[src/rtl/mux_tree_pipe.sv]
`default_nettype none
// ============================================================================
// Module      : mux_tree_pipe
// Description : Pipelined N_IN:1 binary mux tree with valid/ready flow control.
//               A register stage follows every PIPE_EVERY levels and the last.
//               Optional output-transfer counter: MUX_TREE_XFER_CNT_EN.
// Revision    : 1.0 - initial release
// ============================================================================
module mux_tree_pipe #(
    parameter int N_IN       = 64,
    parameter int DW         = 1,
    parameter int PIPE_EVERY = 2
) (
    input  logic                    clk,
    input  logic                    rst_n,
    input  logic                    in_valid,
    output logic                    in_ready,
    input  logic [N_IN*DW-1:0]      in_data,
    input  logic [$clog2(N_IN)-1:0] in_sel,
    output logic                    out_valid,
    input  logic                    out_ready,
    output logic [DW-1:0]           out_data,
    output logic [$clog2(N_IN)-1:0] out_sel,
    output logic [15:0]             xfer_cnt
);

    localparam int c_sw     = $clog2(N_IN);
    localparam int c_stages = (c_sw + PIPE_EVERY - 1) / PIPE_EVERY;

    generate
        for (genvar j = 0; j < c_stages; j++) begin : g_stage
            localparam int c_lin  = j * PIPE_EVERY;
            localparam int c_lout = (c_lin + PIPE_EVERY > c_sw) ? c_sw : c_lin + PIPE_EVERY;
            localparam int c_nlv  = c_lout - c_lin;
            localparam int c_win  = (N_IN >> c_lin) * DW;
            localparam int c_wout = (N_IN >> c_lout) * DW;

            logic              w_vin;
            logic [c_win-1:0]  w_din;
            logic [c_sw-1:0]   w_sin;
            logic              w_ld;
            logic              r_valid;
            logic [c_wout-1:0] r_data;
            logic [c_sw-1:0]   r_sel;

            if (j == 0) begin : g_src_port
                assign w_vin = in_valid;
                assign w_din = in_data;
                assign w_sin = in_sel;
            end else begin : g_src_stage
                assign w_vin = g_stage[j-1].r_valid;
                assign w_din = g_stage[j-1].r_data;
                assign w_sin = g_stage[j-1].r_sel;
            end

            // A stage accepts when empty or when its current word moves on.
            if (j == c_stages - 1) begin : g_ld_last
                assign w_ld = !r_valid || out_ready;
            end else begin : g_ld_mid
                assign w_ld = !r_valid || g_stage[j+1].w_ld;
            end

            for (genvar k = 0; k < c_nlv; k++) begin : g_lvl
                localparam int c_nodes = N_IN >> (c_lin + k + 1);

                logic [c_nodes*DW-1:0]   w_lv;
                logic [2*c_nodes*DW-1:0] w_src;

                if (k == 0) begin : g_first
                    assign w_src = w_din;
                end else begin : g_next
                    assign w_src = g_lvl[k-1].w_lv;
                end

                for (genvar n = 0; n < c_nodes; n++) begin : g_node
                    assign w_lv[n*DW +: DW] = w_sin[c_lin+k] ? w_src[(2*n+1)*DW +: DW]
                                                             : w_src[2*n*DW +: DW];
                end
            end

            // Payload only changes on a valid load, so outputs hold through bubbles.
            always_ff @(posedge clk or negedge rst_n) begin
                if (!rst_n) begin
                    r_valid <= 1'b0;
                    r_data  <= '0;
                    r_sel   <= '0;
                end else if (w_ld) begin
                    r_valid <= w_vin;
                    if (w_vin) begin
                        r_data <= g_lvl[c_nlv-1].w_lv;
                        r_sel  <= w_sin;
                    end
                end
            end
        end
    endgenerate

    assign in_ready  = g_stage[0].w_ld;
    assign out_valid = g_stage[c_stages-1].r_valid;
    assign out_data  = g_stage[c_stages-1].r_data;
    assign out_sel   = g_stage[c_stages-1].r_sel;

`ifdef MUX_TREE_XFER_CNT_EN
    logic [15:0] r_xfer_cnt;

    always_ff @(posedge clk or negedge rst_n) begin
        if (!rst_n) begin
            r_xfer_cnt <= 16'h0000;
        end else if (out_valid && out_ready && (r_xfer_cnt != 16'hFFFF)) begin
            r_xfer_cnt <= r_xfer_cnt + 16'd1;
        end
    end

    assign xfer_cnt = r_xfer_cnt;
`else
    assign xfer_cnt = 16'h0000;
`endif

endmodule
`default_nettype wire
[config.mk]
export PLATFORM = sky130hd
export DESIGN_NAME = mux_tree_pipe
export DESIGN_NICKNAME = d
export VERILOG_FILES = /design/src/rtl/mux_tree_pipe.sv
export SDC_FILE = /design/constraint.sdc
export NUM_CORES = 1
export LEC_CHECK = 0
export ABC_AREA = 1
export CAP_MARGIN = 5
export CORE_ASPECT_RATIO = 1.4
export CORE_MARGIN = 4
export CORE_UTILIZATION = 50
export CTS_BUF_LIST = sky130_fd_sc_hd__clkbuf_8
export CTS_CLUSTER_DIAMETER = 60
export DETAILED_ROUTE_END_ITERATION = 7
export GPL_TIMING_DRIVEN = 0
export PLACE_DENSITY = 0.85
export SYNTH_ARGS = -nofsm -noshare
export SYNTH_HDL_FRONTEND = slang
export SYNTH_SLANG_ARGS = --single-unit
[constraint.sdc]
create_clock -name clk -period 1.5 [get_ports clk]
set_input_delay 0.3 -clock clk [delete_from_list [all_inputs] [get_ports clk]]
set_output_delay 0.3 -clock clk [all_outputs]
set_load 0.02 [all_outputs]
## Yosys cells after proc, flatten, opt, wreduce, memory -nomap -nowiden

Cells that the tools add are included.

| word-level totals | value |
|---|---|
| register bits | 42 |
| bits of input ports | 74 |
| output and inout port bits | 25 |
| logic and storage cells | 81 |

| cells by class | value |
|---|---|
| multiplexer cells | 63 |
| reductions and logical operators | 9 |

Operator list:

| cell | number |
|---|---|
| 1-bit 2-to-1 mux | 63 |
| 2-bit AND reduction | 3 |
| 1-bit logical NOT | 3 |
| 1-bit logical OR | 3 |

## Logic depth before layout (Yosys ltp)

Gate-level depths: netlist of the first run.

| depth | value |
|---|---|
| depth after elaboration | 5 |
| mapped depth | 8 |
| depth with buffers taken out | 6 |

## Worst setup path after synthesis of the first run

Ideal clock, no wire load.

| timing | value |
|---|---|
| kind | reg2reg |
| start | register g_stage[2].r_valid, in the netlist out_valid |
| end | register g_stage[0].r_data[0] |
| library setup time | 0.116 ns |
| data arrival time | 1.134 ns |
| data required time | 1.384 ns |
| path slack | 0.250 ns |
| cell stages (with the launch flop) | 7 |
| buffers on the path | 1 |
| clock period less this slack | 1.250 ns |
| path through | dfrtp_1 nand4_4 nand2_4 inv_2 buf_6 nand2_1 nand2_1 |

| between the ends | value |
|---|---|
| longest elaborated chain between the ends | 5 |

RTL lines:

| what | line | source |
|---|---|---|
| start: declaration | 42 | `logic r_valid;` |
| start signal: assignment | 88 | `r_valid <= w_vin;` |
| 1-bit logical NOT | 58 | `assign w_ld = !r_valid \|\| out_ready;` |
| 1-bit logical OR | 58 |  |
| 1-bit logical OR (2 in a row) | 60 | `assign w_ld = !r_valid \|\| g_stage[j+1].w_ld;` |
| net in_ready | 17 | `output logic in_ready,` |
| 2-bit AND reduction (no source line) | n/a |  |
| end signal: assignment | 90 | `r_data <= g_lvl[c_nlv-1].w_lv;` |
| end: declaration | 43 | `logic [c_wout-1:0] r_data;` |

The timed path passes the listed nets, and every way through them passes these cells.
A chain may end at the register's enable or synchronous reset.

## Worst setup path in the final report of the first run

| timing | value |
|---|---|
| start | input out_ready |
| end | output in_ready |

| between the ends | value |
|---|---|
| longest elaborated chain between the ends | 3 |

RTL lines:

| what | line | source |
|---|---|---|
| start: declaration | 21 | `input logic out_ready,` |
| 1-bit logical OR | 58 |  |
| 1-bit logical OR (2 in a row) | 60 |  |
| end: declaration | 17 |  |

Every way passes these cells.

==> impl_metrics.yaml, run 1 <==
outcome:
  status: "completed"
grt:
  grt_pass1_wl_mm: 10.1
  grt_max_degree: 43
  overflow: 0
  grt_usage_pct: 18.4
  grt_pass1_vias: 2437
  antenna_found_initial: 0
cells_and_area:
  drive_gt1_share_pct: 9.93
  fillers: 459
  layout.area.seq_um2: 1050
  final_cell_count_no_fill: 600
  fin_area_um2: 3770
  nets: 609
  synthToLayoutAreaGrowth_pct: 36.2
  num_antenna_cells: 0
  multiInputGateArea_um2: 1160
sta:
  worstMarginPinSlew_ns: 0.886
  finClkSkew_ns: 0.00506
  setup_violations: 0
  relSlewSlack_pct: 40.9
  slew_violations: 0
  fin_tns_setup_ns: 0
  rsz0062_at_grt: "no"
  fmaxAchievable_mhz: 693
  min_period_ns: 1.44
  whs_ns: 0.129
  fin_crit_sh_pct: 96.2
  finalHoldViolCount: 0
yosys:
  synth_top_area_share_pct: 38.0
  synth_area_leaders: "dfrtp_1 38%, nand2_1 28%, inv_1 12%"
  synth_area_per_cell_um2: 6.39
  synth_top_area_cell: "dfrtp_1"
  ys_types: 15
  ys_seq_elements: 42
  ys_seq_area_share_pct: 38.0
  netlist_area_um2: 2770
  post_synth_inst_count: 433
  yosys_warnings: 0
routing:
  via_per_inst: 4.37
  remaining_drc_errors: 0
  wl_per_cell_um: 10.1
  drtAntennaViolNets: 0
  dr.pass1.iters: 6
  vias: 2623
  routed_wl_mm: 6.06
  dr.first_iter.drc_count: 78
cts:
  clock_path_buffers: 2
  clkLatencyLatePin_ns: 0.29
  clkSinkCount: 42
  tritoncts: "done"
  cts-buffers-inserted: 5
  ctsHoldBuffers: 0
  htreeDepth: 2
  clk_pin_slew_ns: 0.07
  cts-root-buf: "clkbuf_8"
pwr:
  p_per_area_nw_per_um2: 991
  p_leak_nw: 2.26
  ir_drop_mv: 0.427
place:
  dpl_cell_area_um2: 3700
  finalWeightedCongestion: 0.816
  placed_cells: 594
  place_hpwl_mm: 5.00
  portBuffers: 80
setup_path:
  start_kind: "primary input"
  worstSetupPathType: "primary input to primary output"
  cp_max_fo: 3
  rr_worst_depth: 6
  rr_endpoint: "g_stage[1].r_sel[1]$_DFFE_PN0P_"
  worstReg2RegStart: "out_valid$_DFFE_PN0P_"
  required_ns: 1.20
  r2r_setup_slack_ns: 0.34
  cp-end-kind: "primary output"
  cp.arrival_ns: 1.14
floorplan:
  start_util_pct: 52.4
  dieWidth_um: 70.9
  core_area_um2: 5280
  ios: 99
  die_h_um: 96.0
  std_cell_rows: 31
  die_area_um2: 6800
job:
  cap_violations: 0
hold_path:
  min_path_type: "primary input to async pin"
[worst max-delay path by stage]
stage,end,slack (ns),from
final,in_ready,0.06,out_ready
after global routing,in_ready,0.02,out_ready
after CTS,in_ready,0.04,out_ready
after detailed placement,in_ready,-0.36,out_ready
after global placement,g_stage[0].r_sel[3]$_DFFE_PN0P_,-0.80,rst_n
after floorplan,g_stage[0].r_data[0]$_DFFE_PN0P_,0.25,out_valid$_DFFE_PN0P_
[stage by stage]
| step | setup WS [ns] | util (%) | power [mW] |
|---|---|---|---|
| after global routing | 0.0173 | 71.4 | 4.03 |
| after floorplan | 0.250 | - | 2.54 |
| after detailed placement | -0.359 | 70.1 | 3.12 |
| after global placement | -0.797 | 70.2 | 3.07 |
| after CTS | 0.0429 | 71.4 | 3.78 |
| final | 0.0566 | 71.4 | 3.73 |
[Yosys cell counts]
cell	n
buf_2	7
buf_4	21
buf_6	5
clkinv_1	1
conb_1	1
dfrtp_1	42
inv_1	91
inv_2	4
nand2_1	203
nand2_4	2
nand3_1	42
nand3_2	1
nand4_4	1
o21ai_0	8
o21ai_2	4
[kinds of logic (layout without fill, tap and decap cells)]
| kind of cell | count (synthesis) | after routing | synth area share (%) |
|---|---|---|---|
| flip-flops | 42 | 42 | 38.0 |
| buffers and inverters | 129 | 215 | 22.0 |
| AND/OR/NAND/NOR | 249 | 249 | 37.1 |
| other | 1 | 16 | 0.136 |
| AO/OA/AOI/OAI | 12 | 12 | 2.71 |
[placed cells by master, fill, tap and decap left out, types with 2 or more instances in the layout]
cell type          n
buf_4             21
conb_1            16
nand2_4            2
clkbuf_8           6
dfrtp_1           42
inv_2              4
buf_6              5
nand2_1          203
nand3_1           42
buf_2              9
o21ai_2            4
o21ai_0            8
clkdlybuf4s50_1   70
dlygate4sd2_1      8
inv_1             91
[repair_timing]
action                     in CTS  in global routing
setup endpoints to repair       9                  0
buffers inserted                0                  0
gates resized for setup        12                  0
[per-layer routing]
layer	wire [um]	global-route usage, %
met4	136	7.21
met5	0	0
met1	2230	18.1
met3	517	5.96
met2	3170	35.3
[flip-flops by register name (all words and copies together), names as in the netlist]
signal           flops
g_stage.r_data      20
g_stage.r_sel       12
g_stage.r_valid      2
out_data             1
out_sel              6
out_valid            1
[worst max-delay path: stages]
cell	delay [ns]
clkdlybuf4s50_1	0.40
inv_1	0.14
nand4_4	0.12
buf_2	0.19
[where the power goes]
group | total, mW | internal [mW] | switching (mW) | leakage, nW
Clock | 0.709 | 0.355 | 0.355 | 0.0431
Sequential | 1.62 | 1.44 | 0.184 | 0.518
Combinational | 1.40 | 0.619 | 0.785 | 1.70
Total | 3.73 | 2.41 | 1.32 | 2.26
[cell type report]
class	count	area share, %
plain buffers	33	6.61
inverters	96	9.56
clock buffers	6	2.19
well taps	66	2.19
repair buffers	80	20.7
flip-flops and latches	42	27.9
multi-input cells	277	30.8
(Power assumes the default switching activity.)
==> inputs of run 2 (changes only) <==
SLEW_MARGIN = 20   (was unset)
==> impl_metrics.yaml, run 2 (synthesis gave the netlist of run 1 again) <==
setup_path:
  start_kind: "primary input"
  required_ns: 1.20
  cp_max_fo: 3
  slowest_delay_ns: 0.40
  path_cells: "clkdlybuf4s50_1 -> inv_1 -> nand4_4 -> buf_2"
  crit_buf_inv: 3
  worstSetupPathType: "primary input to primary output"
  crit_family: "buffers and inverters"
  cp-end-kind: "primary output"
  cp.depth: 4
  crit_slowest_cell: "clkdlybuf4s50_1"
  rr_worst_depth: 6
  cp.arrival_ns: 1.14
sta:
  slew_violations: 0
  whs_ns: 0.427
  rsz0062_at_grt: "no"
  setup_violations: 0
  fmaxAchievable_mhz: 692
  fin_crit_sh_pct: 96.3
  finalHoldViolCount: 0
  fin_tns_setup_ns: 0
  finClkSkew_ns: 0.00635
  min_period_ns: 1.44
floorplan:
  die_h_um: 96.0
  ios: 99
  start_util_pct: 52.4
  dieWidth_um: 70.9
  std_cell_rows: 31
  die_area_um2: 6800
  core_area_um2: 5280
cts:
  clkSinkCount: 42
  tritoncts: "done"
  clk_pin_slew_ns: 0.07
  cts-buffers-inserted: 5
  clock_path_buffers: 2
  htreeDepth: 2
  cts-root-buf: "clkbuf_8"
  clkLatencyLatePin_ns: 0.29
  postCtsSetupBuffers: 0
grt:
  grt_pass1_vias: 2523
  grtUsageMet2_pct: 36.1
  grt_use_met1_pct: 18.9
  grt_max_degree: 26
  grt_usage_pct: 18.8
  grt_pass1_wl_mm: 10.4
  overflow: 0
  grtUsageMet3_pct: 5.54
  top_usage_layer: "met2"
  antenna_found_initial: 0
place:
  placed_cells: 595
  finalWeightedCongestion: 0.816
  portBuffers: 80
  place_hpwl_mm: 5.13
cells_and_area:
  num_antenna_cells: 0
  drive_gt1_share_pct: 10.1
  top_register: "g_stage.r_data"
  final_common_cell: "nand2_1"
  largest_register_ffs: 20
  final_cell_mix: "203 x nand2_1, 91 x inv_1, 70 x clkdlybuf4s50_1, 42 x nand3_1, 42 x dfrtp_1"
  fillers: 472
  final_cell_count_no_fill: 602
  nets: 611
  synthToLayoutAreaGrowth_pct: 37.6
pwr:
  ir_drop_mv: 0.416
  fin_total_pwr_mw: 3.74
  p_leak_nw: 2.28
  p_per_area_nw_per_um2: 982
routing:
  wl_per_cell_um: 10.0
  dr.first_iter.drc_count: 104
  remaining_drc_errors: 0
  vias: 2656
  dr.pass1.iters: 4
  routed_wl_mm: 6.04
  via_per_inst: 4.41
  drtAntennaViolNets: 0
job:
  cap_violations: 0
hold_path:
  hold_depth: 5
  min_path_type: "primary input to flip-flop"
outcome:
  status: "completed"
==> run 2: changes by cell type in the layout (fill, tap and decap cells not counted) <==
cell	previous run	this run
dlygate4sd3_1	0	1
buf_16	0	1
==> run 2: cell type report <==
cell class	instances	area, um2	area share (%)
plain buffers	33	249	6.54
clock buffers	6	82.6	2.17
inverters	96	360	9.47
multi-input cells	277	1160	30.5
flip-flops and latches	42	1050	27.6
well taps	66	82.6	2.17
repair buffers	82	818	21.5
==> run 2: repair_timing <==
item                                   4_1_cts  5_1_grt
endpoints found under the hold margin       17        0
setup endpoints to repair                    9        0
hold buffers                                 1        0
gates resized for setup                     12        0
==> run 2: worst paths after layout <==
kind	from	to	slack, ns
hold reg to reg	out_data$_DFFE_PN0P_	out_data$_DFFE_PN0P_	0.47
min in group asynchronous	rst_n	out_sel[0]$_DFFE_PN0P_	0.48
setup / recovery	out_ready	in_ready	0.06
max in group asynchronous	rst_n	g_stage[0].r_data[12]$_DFFE_PN0P_	0.55
setup reg to reg	g_stage[0].r_valid$_DFFE_PN0P_	g_stage[0].r_data[11]$_DFFE_PN0P_	0.36
hold / removal	in_sel[1]	g_stage[0].r_data[10]$_DFFE_PN0P_	0.43
==> run 2: per-stage QoR <==
step	setup WS [ns]	instance area [um2]	util, %
after global routing	0.0144	3800	72.1
final	0.0556	3800	72.1
after global placement	-0.797	3700	70.2
after CTS	0.0427	3800	72.1
after floorplan	0.250	2820	-
after detailed placement	-0.363	3730	70.7
==> run 2: where the power goes <==
group | switching (mW) | internal [mW] | total (mW) | leakage (nW)
clock network | 0.343 | 0.355 | 0.697 | 0.0431
registers | 0.183 | 1.44 | 1.62 | 0.518
logic | 0.791 | 0.628 | 1.42 | 1.72
==> run 2: routing by layer <==
metal  wire (um)  part of all wire, %
met1        2190                   36
met2        3240                   54
met3         501                  8.3
met4         105                  1.7
met5           0                    0
==> run 2: tightest hold or removal path, delay by kind of cell <==
family	cells	cell delay (ns)
buf+inv	1	0.14
simple gates	4	0.23
